**src/rtl/find_global_bkt_lvl_if.sv**
```systemverilog
// -----------------------------------------------------------------------------
// find_global_bkt_lvl_if
// Bundles the controller handshake and level-table access signals of the
// global backtrack-level search stage.
//   master : controller / level-table side (drives start, core level, rd data)
//   slave  : search stage (drives done/busy, results, rd/wr strobes)
// Signal names keep the stage-relative _i/_o suffixes.
// -----------------------------------------------------------------------------
interface find_global_bkt_lvl_if #(
   parameter int WIDTH_BIN_ID = 10,
   parameter int WIDTH_LVL    = 16
);
   logic                    start_find_i;
   logic [WIDTH_LVL-1:0]    bkt_lvl_from_core_i;
   logic                    done_find_o;
   logic                    busy_o;
   logic [WIDTH_LVL-1:0]    bkt_lvl_o;
   logic [WIDTH_BIN_ID-1:0] bkt_bin_o;
   logic                    lvl_rd_en_o;
   logic [WIDTH_LVL-1:0]    lvl_rd_addr_o;
   logic [WIDTH_BIN_ID:0]   lvl_rd_data_i;
   logic                    lvl_wr_en_o;
   logic [WIDTH_LVL-1:0]    lvl_wr_addr_o;
   logic [WIDTH_BIN_ID:0]   lvl_wr_data_o;

   modport master (
      output start_find_i, bkt_lvl_from_core_i, lvl_rd_data_i,
      input  done_find_o, busy_o, bkt_lvl_o, bkt_bin_o,
             lvl_rd_en_o, lvl_rd_addr_o, lvl_wr_en_o, lvl_wr_addr_o, lvl_wr_data_o
   );

   modport slave (
      input  start_find_i, bkt_lvl_from_core_i, lvl_rd_data_i,
      output done_find_o, busy_o, bkt_lvl_o, bkt_bin_o,
             lvl_rd_en_o, lvl_rd_addr_o, lvl_wr_en_o, lvl_wr_addr_o, lvl_wr_data_o
   );
endinterface

```
**src/rtl/find_global_bkt_lvl.sv**
```systemverilog
// -----------------------------------------------------------------------------
// find_global_bkt_lvl
// Scans the global level table downward from the core's backtrack level,
// finds the highest level whose decision is not yet flipped, marks it flipped
// and returns {level, owning bin}. A returned bin of 0 means global UNSAT.
//
// Ports:
//   clk   : clock
//   rst   : synchronous, active-low reset
//   bus   : find_global_bkt_lvl_if.slave
//           start_find_i / bkt_lvl_from_core_i : start pulse + requested level
//           done_find_o / busy_o               : completion pulse, busy flag
//           bkt_lvl_o / bkt_bin_o              : result, held until next done
//           lvl_rd_*  : table read, data valid the cycle after lvl_rd_en_o
//           lvl_wr_*  : table write, data format {dcd_bin, has_bkt}
//
// state   | meaning
// --------+--------------------------------------------------------------
// S_IDLE  | waiting for start_find_i
// S_READ  | read strobe for level r_lvl is on the table port
// S_CHECK | table data for r_lvl is valid; decide found / skip / UNSAT
// S_WRITE | write strobe marking r_lvl as flipped
// S_DONE  | one-cycle completion pulse, results valid
// -----------------------------------------------------------------------------
module find_global_bkt_lvl #(
   parameter int WIDTH_BIN_ID = 10,
   parameter int WIDTH_LVL    = 16
) (
   input  logic                 clk,
   input  logic                 rst,
   find_global_bkt_lvl_if.slave bus
);

   typedef enum logic [2:0] {
      S_IDLE  = 3'd0,
      S_READ  = 3'd1,
      S_CHECK = 3'd2,
      S_WRITE = 3'd3,
      S_DONE  = 3'd4
   } state_t;

   localparam logic [WIDTH_LVL-1:0] LVL_ONE = WIDTH_LVL'(1);

   state_t                  r_state, w_state_nxt;
   logic [WIDTH_LVL-1:0]    r_lvl, w_lvl_nxt;
   logic [WIDTH_BIN_ID-1:0] r_bin, w_bin_nxt;
   logic [WIDTH_LVL-1:0]    w_res_lvl;
   logic [WIDTH_BIN_ID-1:0] w_res_bin;

   logic                    w_has_bkt;
   logic [WIDTH_BIN_ID-1:0] w_dcd_bin;

   logic                    w_rd_en, w_wr_en, w_done, w_busy;

   logic                    r_done, r_busy, r_rd_en, r_wr_en;
   logic [WIDTH_LVL-1:0]    r_bkt_lvl, r_rd_addr, r_wr_addr;
   logic [WIDTH_BIN_ID-1:0] r_bkt_bin;
   logic [WIDTH_BIN_ID:0]   r_wr_data;

   assign w_has_bkt = bus.lvl_rd_data_i[0];
   assign w_dcd_bin = bus.lvl_rd_data_i[WIDTH_BIN_ID:1];

   // All outputs are registered: they are computed from the next state so the
   // strobes line up with the state they belong to.
   always_ff @(posedge clk) begin
      if (!rst) begin
         r_state   <= S_IDLE;
         r_lvl     <= '0;
         r_bin     <= '0;
         r_done    <= 1'b0;
         r_busy    <= 1'b0;
         r_rd_en   <= 1'b0;
         r_rd_addr <= '0;
         r_wr_en   <= 1'b0;
         r_wr_addr <= '0;
         r_wr_data <= '0;
         r_bkt_lvl <= '0;
         r_bkt_bin <= '0;
      end else begin
         r_state   <= w_state_nxt;
         r_lvl     <= w_lvl_nxt;
         r_bin     <= w_bin_nxt;
         r_done    <= w_done;
         r_busy    <= w_busy;
         r_rd_en   <= w_rd_en;
         r_rd_addr <= w_rd_en ? w_lvl_nxt : '0;
         r_wr_en   <= w_wr_en;
         r_wr_addr <= w_wr_en ? w_lvl_nxt : '0;
         r_wr_data <= w_wr_en ? {w_bin_nxt, 1'b1} : '0;
         if (w_done) begin
            r_bkt_lvl <= w_res_lvl;
            r_bkt_bin <= w_res_bin;
         end
      end
   end

   always_comb begin
      w_state_nxt = r_state;
      w_lvl_nxt   = r_lvl;
      w_bin_nxt   = r_bin;
      w_res_lvl   = '0;
      w_res_bin   = '0;
      case (r_state)
         S_IDLE: begin
            if (bus.start_find_i) begin
               w_lvl_nxt   = bus.bkt_lvl_from_core_i;
               w_state_nxt = (bus.bkt_lvl_from_core_i == '0) ? S_DONE : S_READ;
            end
         end
         S_READ:  w_state_nxt = S_CHECK;
         S_CHECK: begin
            if (!w_has_bkt) begin
               w_bin_nxt   = w_dcd_bin;
               w_state_nxt = S_WRITE;
            end else if (r_lvl <= LVL_ONE) begin
               // every level down to 1 already flipped: global UNSAT
               w_state_nxt = S_DONE;
            end else begin
               w_lvl_nxt   = r_lvl - LVL_ONE;
               w_state_nxt = S_READ;
            end
         end
         S_WRITE: begin
            w_res_lvl   = r_lvl;
            w_res_bin   = r_bin;
            w_state_nxt = S_DONE;
         end
         S_DONE:  w_state_nxt = S_IDLE;
         default: w_state_nxt = S_IDLE;
      endcase
   end

   always_comb begin
      w_rd_en = (w_state_nxt == S_READ);
      w_wr_en = (w_state_nxt == S_WRITE);
      w_done  = (w_state_nxt == S_DONE);
      w_busy  = (w_state_nxt != S_IDLE);
   end

   assign bus.done_find_o   = r_done;
   assign bus.busy_o        = r_busy;
   assign bus.bkt_lvl_o     = r_bkt_lvl;
   assign bus.bkt_bin_o     = r_bkt_bin;
   assign bus.lvl_rd_en_o   = r_rd_en;
   assign bus.lvl_rd_addr_o = r_rd_addr;
   assign bus.lvl_wr_en_o   = r_wr_en;
   assign bus.lvl_wr_addr_o = r_wr_addr;
   assign bus.lvl_wr_data_o = r_wr_data;

endmodule

```
**src/flat_wrapper.sv**
```systemverilog
// flat-port wrapper written by rule: the top's interface ports become plain ports
module find_global_bkt_lvl_flat 
#(
   parameter int WIDTH_BIN_ID = 10,
   parameter int WIDTH_LVL    = 16
)
  (clk, rst, bus_start_find_i, bus_bkt_lvl_from_core_i, bus_lvl_rd_data_i, bus_done_find_o, bus_busy_o, bus_bkt_lvl_o, bus_bkt_bin_o, bus_lvl_rd_en_o, bus_lvl_rd_addr_o, bus_lvl_wr_en_o, bus_lvl_wr_addr_o, bus_lvl_wr_data_o);
  find_global_bkt_lvl_if #(.WIDTH_BIN_ID(WIDTH_BIN_ID), .WIDTH_LVL(WIDTH_LVL)) bus_i ();
  input  logic clk;
  input  logic rst;
  input wire logic [$bits(bus_i.start_find_i)-1:0] bus_start_find_i;
  input wire logic [$bits(bus_i.bkt_lvl_from_core_i)-1:0] bus_bkt_lvl_from_core_i;
  input wire logic [$bits(bus_i.lvl_rd_data_i)-1:0] bus_lvl_rd_data_i;
  output wire logic [$bits(bus_i.done_find_o)-1:0] bus_done_find_o;
  output wire logic [$bits(bus_i.busy_o)-1:0] bus_busy_o;
  output wire logic [$bits(bus_i.bkt_lvl_o)-1:0] bus_bkt_lvl_o;
  output wire logic [$bits(bus_i.bkt_bin_o)-1:0] bus_bkt_bin_o;
  output wire logic [$bits(bus_i.lvl_rd_en_o)-1:0] bus_lvl_rd_en_o;
  output wire logic [$bits(bus_i.lvl_rd_addr_o)-1:0] bus_lvl_rd_addr_o;
  output wire logic [$bits(bus_i.lvl_wr_en_o)-1:0] bus_lvl_wr_en_o;
  output wire logic [$bits(bus_i.lvl_wr_addr_o)-1:0] bus_lvl_wr_addr_o;
  output wire logic [$bits(bus_i.lvl_wr_data_o)-1:0] bus_lvl_wr_data_o;
  assign bus_i.start_find_i = bus_start_find_i;
  assign bus_i.bkt_lvl_from_core_i = bus_bkt_lvl_from_core_i;
  assign bus_i.lvl_rd_data_i = bus_lvl_rd_data_i;
  assign bus_done_find_o = bus_i.done_find_o;
  assign bus_busy_o = bus_i.busy_o;
  assign bus_bkt_lvl_o = bus_i.bkt_lvl_o;
  assign bus_bkt_bin_o = bus_i.bkt_bin_o;
  assign bus_lvl_rd_en_o = bus_i.lvl_rd_en_o;
  assign bus_lvl_rd_addr_o = bus_i.lvl_rd_addr_o;
  assign bus_lvl_wr_en_o = bus_i.lvl_wr_en_o;
  assign bus_lvl_wr_addr_o = bus_i.lvl_wr_addr_o;
  assign bus_lvl_wr_data_o = bus_i.lvl_wr_data_o;
  find_global_bkt_lvl #(.WIDTH_BIN_ID(WIDTH_BIN_ID), .WIDTH_LVL(WIDTH_LVL)) u_core (.clk(clk), .rst(rst), .bus(bus_i));
endmodule
```
**config.mk**
```make
export PLATFORM = sky130hd
export DESIGN_NAME = find_global_bkt_lvl_flat
export DESIGN_NICKNAME = d
export VERILOG_FILES = /design/src/rtl/find_global_bkt_lvl_if.sv /design/src/rtl/find_global_bkt_lvl.sv /design/src/flat_wrapper.sv
export SDC_FILE = /design/constraint.sdc
export NUM_CORES = 1
export LEC_CHECK = 0
export ABC_AREA = 1
export CAP_MARGIN = 40
export CELL_PAD_IN_SITES_DETAIL_PLACEMENT = 0
export CELL_PAD_IN_SITES_GLOBAL_PLACEMENT = 1
export CORE_AREA = 2 2 108 110
export DETAILED_ROUTE_END_ITERATION = 7
export DIE_AREA = 0 0 110 112
export PLACE_DENSITY = 0.95
export RECOVER_POWER = 25
export SLEW_MARGIN = 10
export SYNTH_ARGS = -nofsm -noshare
export SYNTH_HDL_FRONTEND = slang
export SYNTH_SLANG_ARGS = --single-unit
```
**constraint.sdc**
```tcl
create_clock -name clk -period 4.1 [get_ports clk]
set_clock_uncertainty 0.2 [all_clocks]
set_input_delay 0.82 -clock clk [delete_from_list [all_inputs] [get_ports clk]]
set_output_delay 0.82 -clock clk [all_outputs]
set_load 0.01 [all_outputs]
```
==> results of run 1 <==
[cell usage after synthesis, types with 2 or more instances]
cell | n | area, sq um
sky130_fd_sc_hd__nor3_1 | 3 | 15.0
sky130_fd_sc_hd__a21oi_1 | 77 | 385
sky130_fd_sc_hd__clkbuf_1 | 9 | 33.8
sky130_fd_sc_hd__nor2_4 | 2 | 22.5
sky130_fd_sc_hd__nor2_2 | 5 | 31.3
sky130_fd_sc_hd__inv_2 | 8 | 30.0
sky130_fd_sc_hd__ha_1 | 2 | 25.0
sky130_fd_sc_hd__nand2_2 | 5 | 31.3
sky130_fd_sc_hd__buf_4 | 3 | 22.5
sky130_fd_sc_hd__o211ai_1 | 2 | 15.0
sky130_fd_sc_hd__nand4_1 | 8 | 50.1
sky130_fd_sc_hd__dfxtp_1 | 101 | 2020
sky130_fd_sc_hd__o21ai_0 | 10 | 50.1
sky130_fd_sc_hd__mux2i_1 | 8 | 80.1
sky130_fd_sc_hd__nand3_2 | 2 | 20.0
sky130_fd_sc_hd__a22oi_1 | 2 | 15.0
sky130_fd_sc_hd__a21oi_2 | 3 | 26.3
sky130_fd_sc_hd__buf_6 | 5 | 56.3
sky130_fd_sc_hd__nand2_4 | 3 | 33.8
sky130_fd_sc_hd__inv_1 | 33 | 124
sky130_fd_sc_hd__nand3_1 | 31 | 155
sky130_fd_sc_hd__o21ai_2 | 3 | 26.3
sky130_fd_sc_hd__buf_1 | 2 | 7.51
sky130_fd_sc_hd__nand2_1 | 131 | 492
sky130_fd_sc_hd__buf_2 | 6 | 30.0
sky130_fd_sc_hd__nor2_1 | 74 | 278
[worst max path at each step]
| stage | startpoint | to | slack (ns) | depth (start not counted) |
|---|---|---|---|---|
| 6_report | bus_lvl_rd_data_i[0] | u_core.bus.lvl_rd_addr_o[5]$_SDFF_PN0_ | 1.04 | 10 |
| 5_1_grt | bus_lvl_rd_data_i[0] | u_core.bus.lvl_rd_addr_o[5]$_SDFF_PN0_ | 0.86 | 10 |
| 3_3_place_gp | bus_lvl_rd_data_i[0] | u_core.bus.lvl_rd_addr_o[6]$_SDFF_PN0_ | 1.06 | 10 |
| 3_5_place_dp | bus_start_find_i | u_core.bus.bkt_bin_o[1]$_SDFFE_PN0N_ | 1.01 | 11 |
| 4_1_cts | bus_start_find_i | u_core.bus.bkt_bin_o[1]$_SDFFE_PN0N_ | 1.37 | 11 |
| 2_1_floorplan | bus_start_find_i | u_core.bus.bkt_bin_o[0]$_SDFFE_PN0N_ | 1.94 | 12 |
[flip-flops by register name (all words and copies together) (netlist names)]
| signal | count |
|---|---|
| u_core.bus.lvl_wr_data_o | 10 |
| u_core.bus.lvl_wr_addr_o | 16 |
| u_core.bus.bkt_lvl_o | 16 |
| u_core.r_lvl | 16 |
| u_core.bus.lvl_wr_en_o | 1 |
| u_core.bus.busy_o | 1 |
| u_core.r_bin | 10 |
| u_core.bus.lvl_rd_en_o | 1 |
| u_core.bus.bkt_bin_o | 10 |
| u_core.bus.done_find_o | 1 |
| u_core.bus.lvl_rd_addr_o | 16 |
| u_core.r_state | 3 |
[power by group through the flow]
stage | Combinational [mW] | Clock [mW] | Sequential [mW]
2_1_floorplan | 0.289 | 0 | 1.07
3_3_place_gp | 0.407 | 0 | 1.08
3_5_place_dp | 0.413 | 0 | 1.08
4_1_cts | 0.416 | 0.905 | 1.06
5_1_grt | 0.459 | 0.945 | 1.06
6_report | 0.411 | 0.884 | 1.06
[worst max-delay path: stages]
cell and delay (ns):
sky130_fd_sc_hd__clkdlybuf4s50_1 0.46, sky130_fd_sc_hd__buf_4 0.25, sky130_fd_sc_hd__inv_1 0.20, sky130_fd_sc_hd__nand2_1 0.57, sky130_fd_sc_hd__o21ai_2 0.10, sky130_fd_sc_hd__inv_1 0.08
sky130_fd_sc_hd__nor2_1 0.05, sky130_fd_sc_hd__inv_1 0.11, sky130_fd_sc_hd__nand3_4 0.26, sky130_fd_sc_hd__a21oi_1 0.21
[through the flow]
step | hold slack [ns] | setup slack, ns | total power [mW] | std cells | cell area [sq um]
3_3_place_gp | 0.247 | 1.06 | 1.49 | 766 | 5220
5_1_grt | 0.276 | 0.863 | 2.47 | 783 | 5540
3_5_place_dp | 0.253 | 1.01 | 1.49 | 767 | 5240
4_1_cts | 0.268 | 1.37 | 2.38 | 783 | 5550
6_report | 0.264 | 1.04 | 2.35 | 783 | 5540
2_1_floorplan | 0.243 | 1.94 | 1.36 | 543 | 4150
[layout make-up]
type | count | area [sq um]
Sequential cell | 101 | 2020
Fill cell | 1123 | 5630
Clock buffer | 9 | 225
Multi-Input combinational cell | 376 | 1810
Timing Repair Buffer | 106 | 1060
Tap cell | 143 | 179
Inverter | 41 | 154
Clock inverter | 7 | 91.3
[layout by cell type (no fill, tap or decap), types with 3 or more instances in the layout]
cell type / n
sky130_fd_sc_hd__buf_4: 3
sky130_fd_sc_hd__clkdlybuf4s50_1: 61
sky130_fd_sc_hd__nor2_2: 5
sky130_fd_sc_hd__o21ai_0: 10
sky130_fd_sc_hd__a21oi_2: 3
sky130_fd_sc_hd__nand2_1: 132
sky130_fd_sc_hd__nand4_1: 8
sky130_fd_sc_hd__inv_2: 8
sky130_fd_sc_hd__clkbuf_16: 9
sky130_fd_sc_hd__dfxtp_1: 101
sky130_fd_sc_hd__nand2_2: 5
sky130_fd_sc_hd__a21oi_1: 77
sky130_fd_sc_hd__nand3_1: 31
sky130_fd_sc_hd__nor2_1: 74
sky130_fd_sc_hd__mux2i_1: 8
sky130_fd_sc_hd__nor3_1: 3
sky130_fd_sc_hd__o21ai_2: 3
sky130_fd_sc_hd__dlygate4sd3_1: 41
sky130_fd_sc_hd__inv_1: 33
[logic make-up after synthesis]
kind of cell               count (synthesis)  share of synthesized area, %
muxes                                      8                          1.93
and+or+nand+nor                          267                          28.5
buffers and inverters                     66                          7.33
AOI/OAI and AO/OA                         99                          12.9
DFF                                      101                          48.7
adders and majority gates                  2                         0.603
[per-layer routing]
layer,vias up,GRT usage [%]
li1,1937,-
met1,1737,23.7
met2,143,31.1
met3,19,7.73
met4,0,5.06
met5,-,0
==> qor.yml, run 1 <==
clock.fmax_ghz: 0.327
crit_required_ns: 4.16
max_cap_viol_count: 0
worst_r2r_endpoint: "u_core.bus.lvl_rd_addr_o[8]$_SDFF_PN0_"
max-vdd-ir-drop_uv: 190
drt_wl_total_microns: 11700
period_share_pct: 74.5
worst_setup_path_start_kind: "primary input"
core_region_area_sq_um: 11200
vias_in_the_first_global_route: 3679
clock_tree_root_driver_cell: "sky130_fd_sc_hd__clkbuf_16"
drt-vias-per-instance: 4.90
unrepaired_setup_endpoints_after_global_routing: "false"
clock_tree.buffer_depth: 2
ys_warn_count: 0
largest_net_degree_at_the_start_of_global_routing: 57
outcome: "finished clean"
postSynthRegisterBits: 101
final_hold_violation_count: 0
tritoncts_clock_tree: "done"
row_count: 39
netlist_instances: 543
worstSkewPairLatency_ns: 0.34
syn-mean-instance-area_sq_um: 7.64
cts_setup_buffers: 0
clk_pin_slew_ns: 0.07
worst_hold_path.num_cells: 2
worst_slew_pin_slew_ns: 0.699
synth.yosys.seq_area_share_pct: 48.7
synthFlopType: "sky130_fd_sc_hd__dfxtp_1"
synth.distinct_cells: 31
cts-htree-levels: 3
p_per_area_nw_per_um2: 424
grt-ovfl-total: 0
worstReg2RegStart: "u_core.r_state[2]$_SDFF_PN0_"
grtUsageTotal_pct: 19.3
setup_viol_count_final: 0
critPathKind: "in2reg"
netSwitchingFraction_pct: 29.8
max-slew-margin-rel_pct: 53.3
edff_count_synth: 0
reg2regPathDepth: 10
total_die_area_sq_um: 12300
chipWidth_microns: 110
floorplan.initialDensity_pct: 37.1
wl_met1_microns: 4950
hold-path-endpoint: "u_core.bus.bkt_lvl_o[11]$_SDFFE_PN0N_"
wire_length_of_the_first_global_routing_pass_microns: 18500
crit_path_end_kind: "register"
drt_drc_violations_left: 0
met2_wirelength_microns: 5440
switching_power_mw: 0.700
finalWeightedCongestion: 0.886
asyncSetResetFlopFracSynth_pct: 0
setup.reg_to_reg.worst_slack_ns: 1.57
power_frac_comb_pct: 17.5
synthToLayoutAreaGrowth_pct: 33.7
p_seq_share_pct: 44.9
detailedRoute.firstIterationViolations: 201
hold_path.class: "reg2reg"
worst_ep_arrival_time_ns: 3.12
post_synth_net_total: 575
dp_hpwl_microns: 8310
share_clk_of_total_power_pct: 37.6
route.vias.total: 3836
drtPass1Iterations: 5
design.portCount: 103
design.final.nets: 667
cp_max_fo: 20
post_drt_wl_per_cell_microns: 15.0
chipHeight_microns: 112
synth.cell_area_sq_um: 4150
highest_layer: "met4"
timing.final.crit_period_ns: 3.06
fin_util_pct: 49.6
total_leakage_power_nw: 2.30
route.met3.wl_microns: 1140
numPortBuffers: 102
grt_antenna_before_repair: 0
setup_total_negative_slack_ns: 0
antennaDiodeCount: 0
cts_inserted_buffers: 9
drive_gt1_share_pct: 8.28
internal_power_mw: 1.65
final_max_slew_viol_count: 0
ctsResizeCount: 0
holdBufCountCts: 0
clock_sink_total: 101
drt.antenna.violating_nets: 0
worst_hold_startpoint: "u_core.bus.bkt_lvl_o[11]$_SDFFE_PN0N_"
Power figures use the tool's default switching activity.
==> run 2, diff against run 1 <==
CORE_AREA = 2 2 117 119   (was 2 2 108 110)
DIE_AREA = 0 0 119 121   (was 0 0 110 112)
PLACE_DENSITY = 0.87   (was 0.95)
clock period = 2.67 ns   (was 4.1 ns; I/O delays follow)
==> qor.yml, run 2 (synthesized netlist as in run 1, its figures left out) <==
critPathKind: "in2reg"  # unchanged
core_region_area_sq_um: 13100  # was 11200 sq um
largest_net_degree_at_the_start_of_global_routing: 57  # unchanged
worstPathBufferInverterCount: 3  # was 5
worstSkewPairLatency_ns: 0.35  # was 0.34 ns
report.power.total_mw: 3.52  # was 2.35 mW
detailedRoute.firstIterationViolations: 278  # was 201
grt_antenna_before_repair: 0  # unchanged
critPathSlowestCell: "sky130_fd_sc_hd__dlygate4sd3_1"  # was sky130_fd_sc_hd__nand2_1
share_clk_of_total_power_pct: 35.7  # was 37.6%
outcome: "finished clean"  # unchanged
final_max_slew_viol_count: 0  # unchanged
total_leakage_power_nw: 2.28  # was 2.30 nW
met2_wirelength_microns: 5710  # was 5440 microns
route.met3.wl_microns: 1090  # was 1140 microns
worst_ep_arrival_time_ns: 2.46  # was 3.12 ns
layout_commonest_cell: "sky130_fd_sc_hd__nand2_1"  # unchanged
vias_in_the_first_global_route: 3832  # was 3679
timing.final.crit_period_ns: 2.43
crit_path_end_kind: "register"  # unchanged
clock_sink_total: 101  # unchanged
cts_setup_buffers: 0  # unchanged
slowest_delay_ns: 0.58  # was 0.57 ns
highest_layer: "met4"  # unchanged
holdBufCountCts: 0  # unchanged
drive_gt1_share_pct: 8.54  # was 8.28%
unrepaired_setup_endpoints_after_global_routing: "false"  # unchanged
clock.fmax_ghz: 0.411
drt.antenna.violating_nets: 0  # unchanged
finalWeightedCongestion: 0.892  # was 0.886
clock_tree_root_driver_cell: "sky130_fd_sc_hd__clkbuf_16"  # unchanged
floorplan.initialDensity_pct: 31.7  # was 37.1%
clock_tree.buffer_depth: 2  # unchanged
setup_crit_start: "bus_lvl_rd_data_i[0]"  # unchanged
switching_power_mw: 1.07  # was 0.700 mW
area_of_combinational_cells_with_multiple_inputs_sq_um: 1810  # unchanged
worst_slew_pin_slew_ns: 0.715  # was 0.699 ns
dp_hpwl_microns: 8670  # was 8310 microns
setup_viol_count_final: 0  # unchanged
clk_pin_slew_ns: 0.07  # about the same
drt_wl_total_microns: 11900  # was 11700 microns
cts_inserted_buffers: 9  # unchanged
design.portCount: 103  # unchanged
cts-htree-levels: 3  # unchanged
filler_cell_count: 1291  # was 1123
wire_length_of_the_first_global_routing_pass_microns: 19700  # was 18500 microns
chipHeight_microns: 121  # was 112 microns
p_seq_share_pct: 45.9  # was 44.9%
route.vias.total: 3844  # was 3836
total_die_area_sq_um: 14400  # was 12300 sq um
drt-vias-per-instance: 4.69  # was 4.90
wl_met1_microns: 4940  # was 4950 microns
internal_power_mw: 2.44  # was 1.65 mW
p_per_area_nw_per_um2: 632  # was 424 nW/um^2
final_hold_violation_count: 0  # unchanged
crit_required_ns: 2.69  # was 4.16 ns
row_count: 42  # was 39
power_frac_comb_pct: 18.3  # was 17.5%
grtUsageTotal_pct: 17.6  # was 19.3%
tritoncts_clock_tree: "done"  # unchanged
cp_max_fo: 12  # was 20
worst_setup_path_start_kind: "primary input"  # unchanged
ctsResizeCount: 0  # unchanged
worst_hold_startpoint: "u_core.bus.bkt_bin_o[0]$_SDFFE_PN0N_"  # was u_core.bus.bkt_lvl_o[11]$_SDFFE_PN0N_
setup_total_negative_slack_ns: 0  # unchanged
chipWidth_microns: 119  # was 110 microns
seqCellArea_sq_um: 2020  # unchanged
period_share_pct: 91.1
critical-path-top-delay-family: "buffers and inverters"  # unchanged
synthToLayoutAreaGrowth_pct: 34.2  # was 33.7%
worstReg2RegStart: "u_core.r_lvl[0]$_SDFF_PN0_"  # was u_core.r_state[2]$_SDFF_PN0_
drtPass1Iterations: 5  # unchanged
path_cells: "dlygate4sd3_1, inv_1, nand2_1, clkbuf_1, mux2i_1, nor2_1"  # was clkdlybuf4s50_1, buf_4, inv_1, nand2_1, o21ai_2, inv_1, nor2_1, inv_1, nand3_4, a21oi_1
hold_path.class: "reg2reg"  # unchanged
antennaDiodeCount: 0  # unchanged
netSwitchingFraction_pct: 30.5  # was 29.8%
design.final.nets: 671  # was 667
max-vdd-ir-drop_uv: 374  # was 190 uV
grt-ovfl-total: 0  # unchanged
post_drt_wl_per_cell_microns: 14.5  # was 15.0 microns
final_cell_mix: "sky130_fd_sc_hd__nand2_1, sky130_fd_sc_hd__dfxtp_1, sky130_fd_sc_hd__a21oi_1"  # unchanged
max-slew-margin-rel_pct: 52.4  # was 53.3%
max_cap_viol_count: 0  # unchanged
drt_drc_violations_left: 0  # unchanged
numPortBuffers: 102  # unchanged
-- run 2: changes by cell type in the layout (fill, tap and decap cells not counted) --
cell / delta
sky130_fd_sc_hd__clkinvlp_4: -1
sky130_fd_sc_hd__clkinv_4: -1
sky130_fd_sc_hd__buf_8: -1
sky130_fd_sc_hd__clkbuf_1: +2
sky130_fd_sc_hd__clkdlybuf4s50_1: +5
sky130_fd_sc_hd__bufinv_16: -1
sky130_fd_sc_hd__dlygate4sd3_1: -5
sky130_fd_sc_hd__inv_6: +2
sky130_fd_sc_hd__buf_4: +4
sky130_fd_sc_hd__clkinv_2: +1
sky130_fd_sc_hd__clkinv_8: -1
-- run 2: routing by layer --
metal | track usage, % | vias to the layer above
li1 | - | 1941
met3 | 7.19 | 10
met2 | 29.6 | 123
met4 | 6.10 | 0
met1 | 20.2 | 1770
met5 | 0 | -
-- run 2: cell type report --
| cell class | instances | share of cell area (%) |
|---|---|---|
| clock buffer | 10 | 4.11 |
| clock inverter | 6 | 0.921 |
| inverter | 41 | 2.76 |
| multi-input combinational | 376 | 32.6 |
| sequential | 101 | 36.3 |
| tap | 176 | 3.96 |
| timing repair buffer | 110 | 19.3 |
-- run 2: per-stage QoR --
step | utilization (%) | hold WS (ns) | worst slack, ns | instance area [sq um] | std cells
floorplan | - | 0.243 | 0.794 | 4150 | 543
detailed placement | 40.5 | 0.252 | 0.172 | 5300 | 804
CTS | 42.6 | 0.266 | 0.347 | 5580 | 820
finish | 42.6 | 0.266 | 0.239 | 5570 | 820
global placement | 40.5 | 0.247 | 0.192 | 5300 | 804
global route | 42.6 | 0.287 | 0.105 | 5570 | 820
-- run 2: final timing paths --
path                                                                to  slack [ns]  cells past startpoint
worst max-delay path            u_core.bus.lvl_wr_data_o[6]$_SDFF_PN0_        0.24                      6
worst max register to register              u_core.r_lvl[0]$_SDFF_PN0_        0.36                     10
worst min register to register    u_core.bus.bkt_bin_o[0]$_SDFFE_PN0N_        0.27                      2
worst min-delay path              u_core.bus.bkt_bin_o[0]$_SDFFE_PN0N_        0.27                      2
-- run 2: power groups by stage --
stage          clock, mW  sequential, mW  combinational, mW
2_1_floorplan          0            1.65              0.444
3_3_place_gp           0            1.65              0.640
3_5_place_dp           0            1.65              0.652
4_1_cts             1.29            1.62              0.655
5_1_grt             1.35            1.62              0.726
6_report            1.26            1.62              0.644
-- run 2: tightest hold or removal path, stage by stage, from the launching register on --
cell and delay, ns:
sky130_fd_sc_hd__dfxtp_1 0.31, sky130_fd_sc_hd__nand2_1 0.06, sky130_fd_sc_hd__a21oi_1 0.05
==> run 3, diff against run 2 <==
CAP_MARGIN = 20   (was 40)
CORE_AREA = 2 2 124 114   (was 2 2 117 119)
DIE_AREA = 0 0 126 116   (was 0 0 119 121)
PLACE_DENSITY = 0.86   (was 0.87)
==> qor.yml, run 3 (synthesized netlist as in run 1, its figures left out) <==
worst_r2r_endpoint: "u_core.r_lvl[0]$_SDFF_PN0_"  # unchanged
final_hold_violation_count: 0  # unchanged
finalWeightedCongestion: 0.896  # was 0.892
clock.fmax_ghz: 0.436  # was 0.411 GHz
chipHeight_microns: 116  # was 121 microns
worst_slew_pin_slew_ns: 0.758  # was 0.715 ns
postPlaceCellArea_sq_um: 5310  # was 5300 sq um
tritoncts_clock_tree: "done"  # unchanged
detailedRoute.firstIterationViolations: 232  # was 278
setup.reg_to_reg.worst_slack_ns: 0.40  # was 0.36 ns
drive_gt1_share_pct: 8.96  # was 8.54%
critPathSlowestCell: "sky130_fd_sc_hd__clkbuf_1"  # was sky130_fd_sc_hd__dlygate4sd3_1
clock_tree_root_driver_cell: "sky130_fd_sc_hd__clkbuf_16"  # unchanged
path_cells: "clkdlybuf4s50_1, inv_1, nand2_4, clkbuf_1, mux2i_1, nor2_1"  # was dlygate4sd3_1, inv_1, nand2_1, clkbuf_1, mux2i_1, nor2_1
drt_wl_total_microns: 12200  # was 11900 microns
total_die_area_sq_um: 14600  # was 14400 sq um
fin_util_pct: 42.4  # was 42.6%
grtUsageTotal_pct: 17.4  # was 17.6%
worstPathBufferInverterCount: 3  # unchanged
design.final.nets: 674  # was 671
period_share_pct: 85.8  # was 91.1%
worst_hold_path.num_cells: 2  # unchanged
setup_total_negative_slack_ns: 0  # unchanged
fin_hold_ws_ns: 0.263  # was 0.266 ns
hold-path-endpoint: "u_core.bus.bkt_bin_o[4]$_SDFFE_PN0N_"  # was u_core.bus.bkt_bin_o[0]$_SDFFE_PN0N_
cts_setup_buffers: 0  # unchanged
largest_net_degree_at_the_start_of_global_routing: 57  # unchanged
total_leakage_power_nw: 2.32  # was 2.28 nW
vias_in_the_first_global_route: 3799  # was 3832
drtPass1Iterations: 5  # unchanged
row_count: 40  # was 42
route.vias.total: 3817  # was 3844
max_cap_viol_count: 0  # unchanged
reg2regPathDepth: 10  # unchanged
worst_hold_startpoint: "u_core.bus.bkt_bin_o[4]$_SDFFE_PN0N_"  # was u_core.bus.bkt_bin_o[0]$_SDFFE_PN0N_
max-slew-margin-rel_pct: 49.4  # was 52.4%
grt-ovfl-total: 0  # unchanged
chipWidth_microns: 126  # was 119 microns
clock_sink_total: 101  # unchanged
wire_length_of_the_first_global_routing_pass_microns: 19700  # about the same
cts_inserted_buffers: 9  # unchanged
cp_max_fo: 12  # unchanged
p_per_area_nw_per_um2: 642  # was 632 nW/um^2
worstReg2RegStart: "u_core.r_lvl[0]$_SDFF_PN0_"  # unchanged
grt_antenna_before_repair: 0  # unchanged
critical-path-top-delay-family: "buffers and inverters"  # unchanged
postLayoutCellArea_sq_um: 5610  # was 5570 sq um
max-vdd-ir-drop_uv: 500  # was 374 uV
clock_tree.buffer_depth: 2  # unchanged
floorplan.initialDensity_pct: 31.4  # was 31.7%
unrepaired_setup_endpoints_after_global_routing: "false"  # unchanged
post_drt_wl_per_cell_microns: 15.0  # was 14.5 microns
worstSkewPairLatency_ns: 0.35  # about the same
clk_pin_slew_ns: 0.07  # about the same
worst_ep_arrival_time_ns: 2.31  # was 2.46 ns
antennaDiodeCount: 0  # unchanged
ctsResizeCount: 0  # unchanged
setup_viol_count_final: 0  # unchanged
report.power.total_mw: 3.60  # was 3.52 mW
worst_setup_path_start_kind: "primary input"  # unchanged
final_max_slew_viol_count: 0  # unchanged
holdBufCountCts: 0  # unchanged
crit_required_ns: 2.69  # about the same
drt.antenna.violating_nets: 0  # unchanged
synthToLayoutAreaGrowth_pct: 35.2  # was 34.2%
design.portCount: 103  # unchanged
hold_path.class: "reg2reg"  # unchanged
layout_commonest_cell: "sky130_fd_sc_hd__nand2_1"  # unchanged
cts-htree-levels: 3  # unchanged
drt-vias-per-instance: 4.68  # was 4.69
slowest_delay_ns: 0.58  # about the same
final_cell_mix: "sky130_fd_sc_hd__nand2_1, sky130_fd_sc_hd__dfxtp_1, sky130_fd_sc_hd__a21oi_1"  # unchanged
drt_drc_violations_left: 0  # unchanged
outcome: "finished clean"  # unchanged
numPortBuffers: 102  # unchanged
core_region_area_sq_um: 13200  # was 13100 sq um
dp_hpwl_microns: 8720  # was 8670 microns
timing.final.crit_period_ns: 2.29  # was 2.43 ns
critPathKind: "in2reg"  # unchanged
crit_path_end_kind: "register"  # unchanged
-- run 3: worst reg2reg max path, delay by kind of cell (launching register included) --
| kind | cells | cell delay [ns] |
|---|---|---|
| compound gates | 3 | 0.48 |
| flops | 1 | 0.33 |
| buf+inv | 1 | 0.13 |
| fa+ha+maj | 1 | 0.28 |
| simple gates | 5 | 0.74 |
-- run 3: how the worst max path moves through the flow --
| stage | startpoint | end | slack (ns) | depth (start not counted) |
|---|---|---|---|---|
| 6_report | bus_lvl_rd_data_i[0] | u_core.r_bin[9]$_SDFF_PN0_ | 0.38 | 6 |
| 5_1_grt | u_core.r_lvl[0]$_SDFF_PN0_ | u_core.bus.lvl_wr_addr_o[0]$_SDFF_PN0_ | 0.22 | 10 |
| 4_1_cts | u_core.r_lvl[0]$_SDFF_PN0_ | u_core.r_lvl[0]$_SDFF_PN0_ | 0.41 | 10 |
| 3_5_place_dp | bus_start_find_i | u_core.bus.bkt_lvl_o[1]$_SDFFE_PN0N_ | 0.12 | 10 |
| 3_3_place_gp | bus_start_find_i | u_core.bus.lvl_rd_addr_o[15]$_SDFF_PN0_ | 0.16 | 10 |
| 2_1_floorplan | bus_start_find_i | u_core.bus.bkt_bin_o[0]$_SDFFE_PN0N_ | 0.79 | 12 |
-- run 3: stage by stage --
step / setup WS [ns] / instances
after floorplan: 0.794 / 543
after global placement: 0.159 / 799
after detailed placement: 0.123 / 799
after CTS: 0.413 / 815
after global routing: 0.219 / 815
final: 0.378 / 815
-- run 3: report_power, final --
group          leakage (nW)  total [mW]  switching, mW  internal [mW]
clock network         0.143        1.32          0.581          0.741
logic                  1.36       0.667          0.431          0.237
registers             0.818        1.61         0.0521           1.56
total                  2.32        3.60           1.06           2.54
-- run 3: metal layers --
layer  wire length (microns)  track usage [%]
met5                       0                0
met4                     189             4.69
met3                     738             5.68
met2                    5620             28.3
met1                    5690             22.4
-- run 3: area by class of cell --
cell class | instances | area [sq um]
Clock buffer | 11 | 233
Clock inverter | 5 | 66.3
Fill cell | 1399 | 7610
Inverter | 41 | 154
Multi-Input combinational cell | 376 | 1820
Sequential cell | 101 | 2020
Tap cell | 168 | 210
Timing Repair Buffer | 113 | 1100
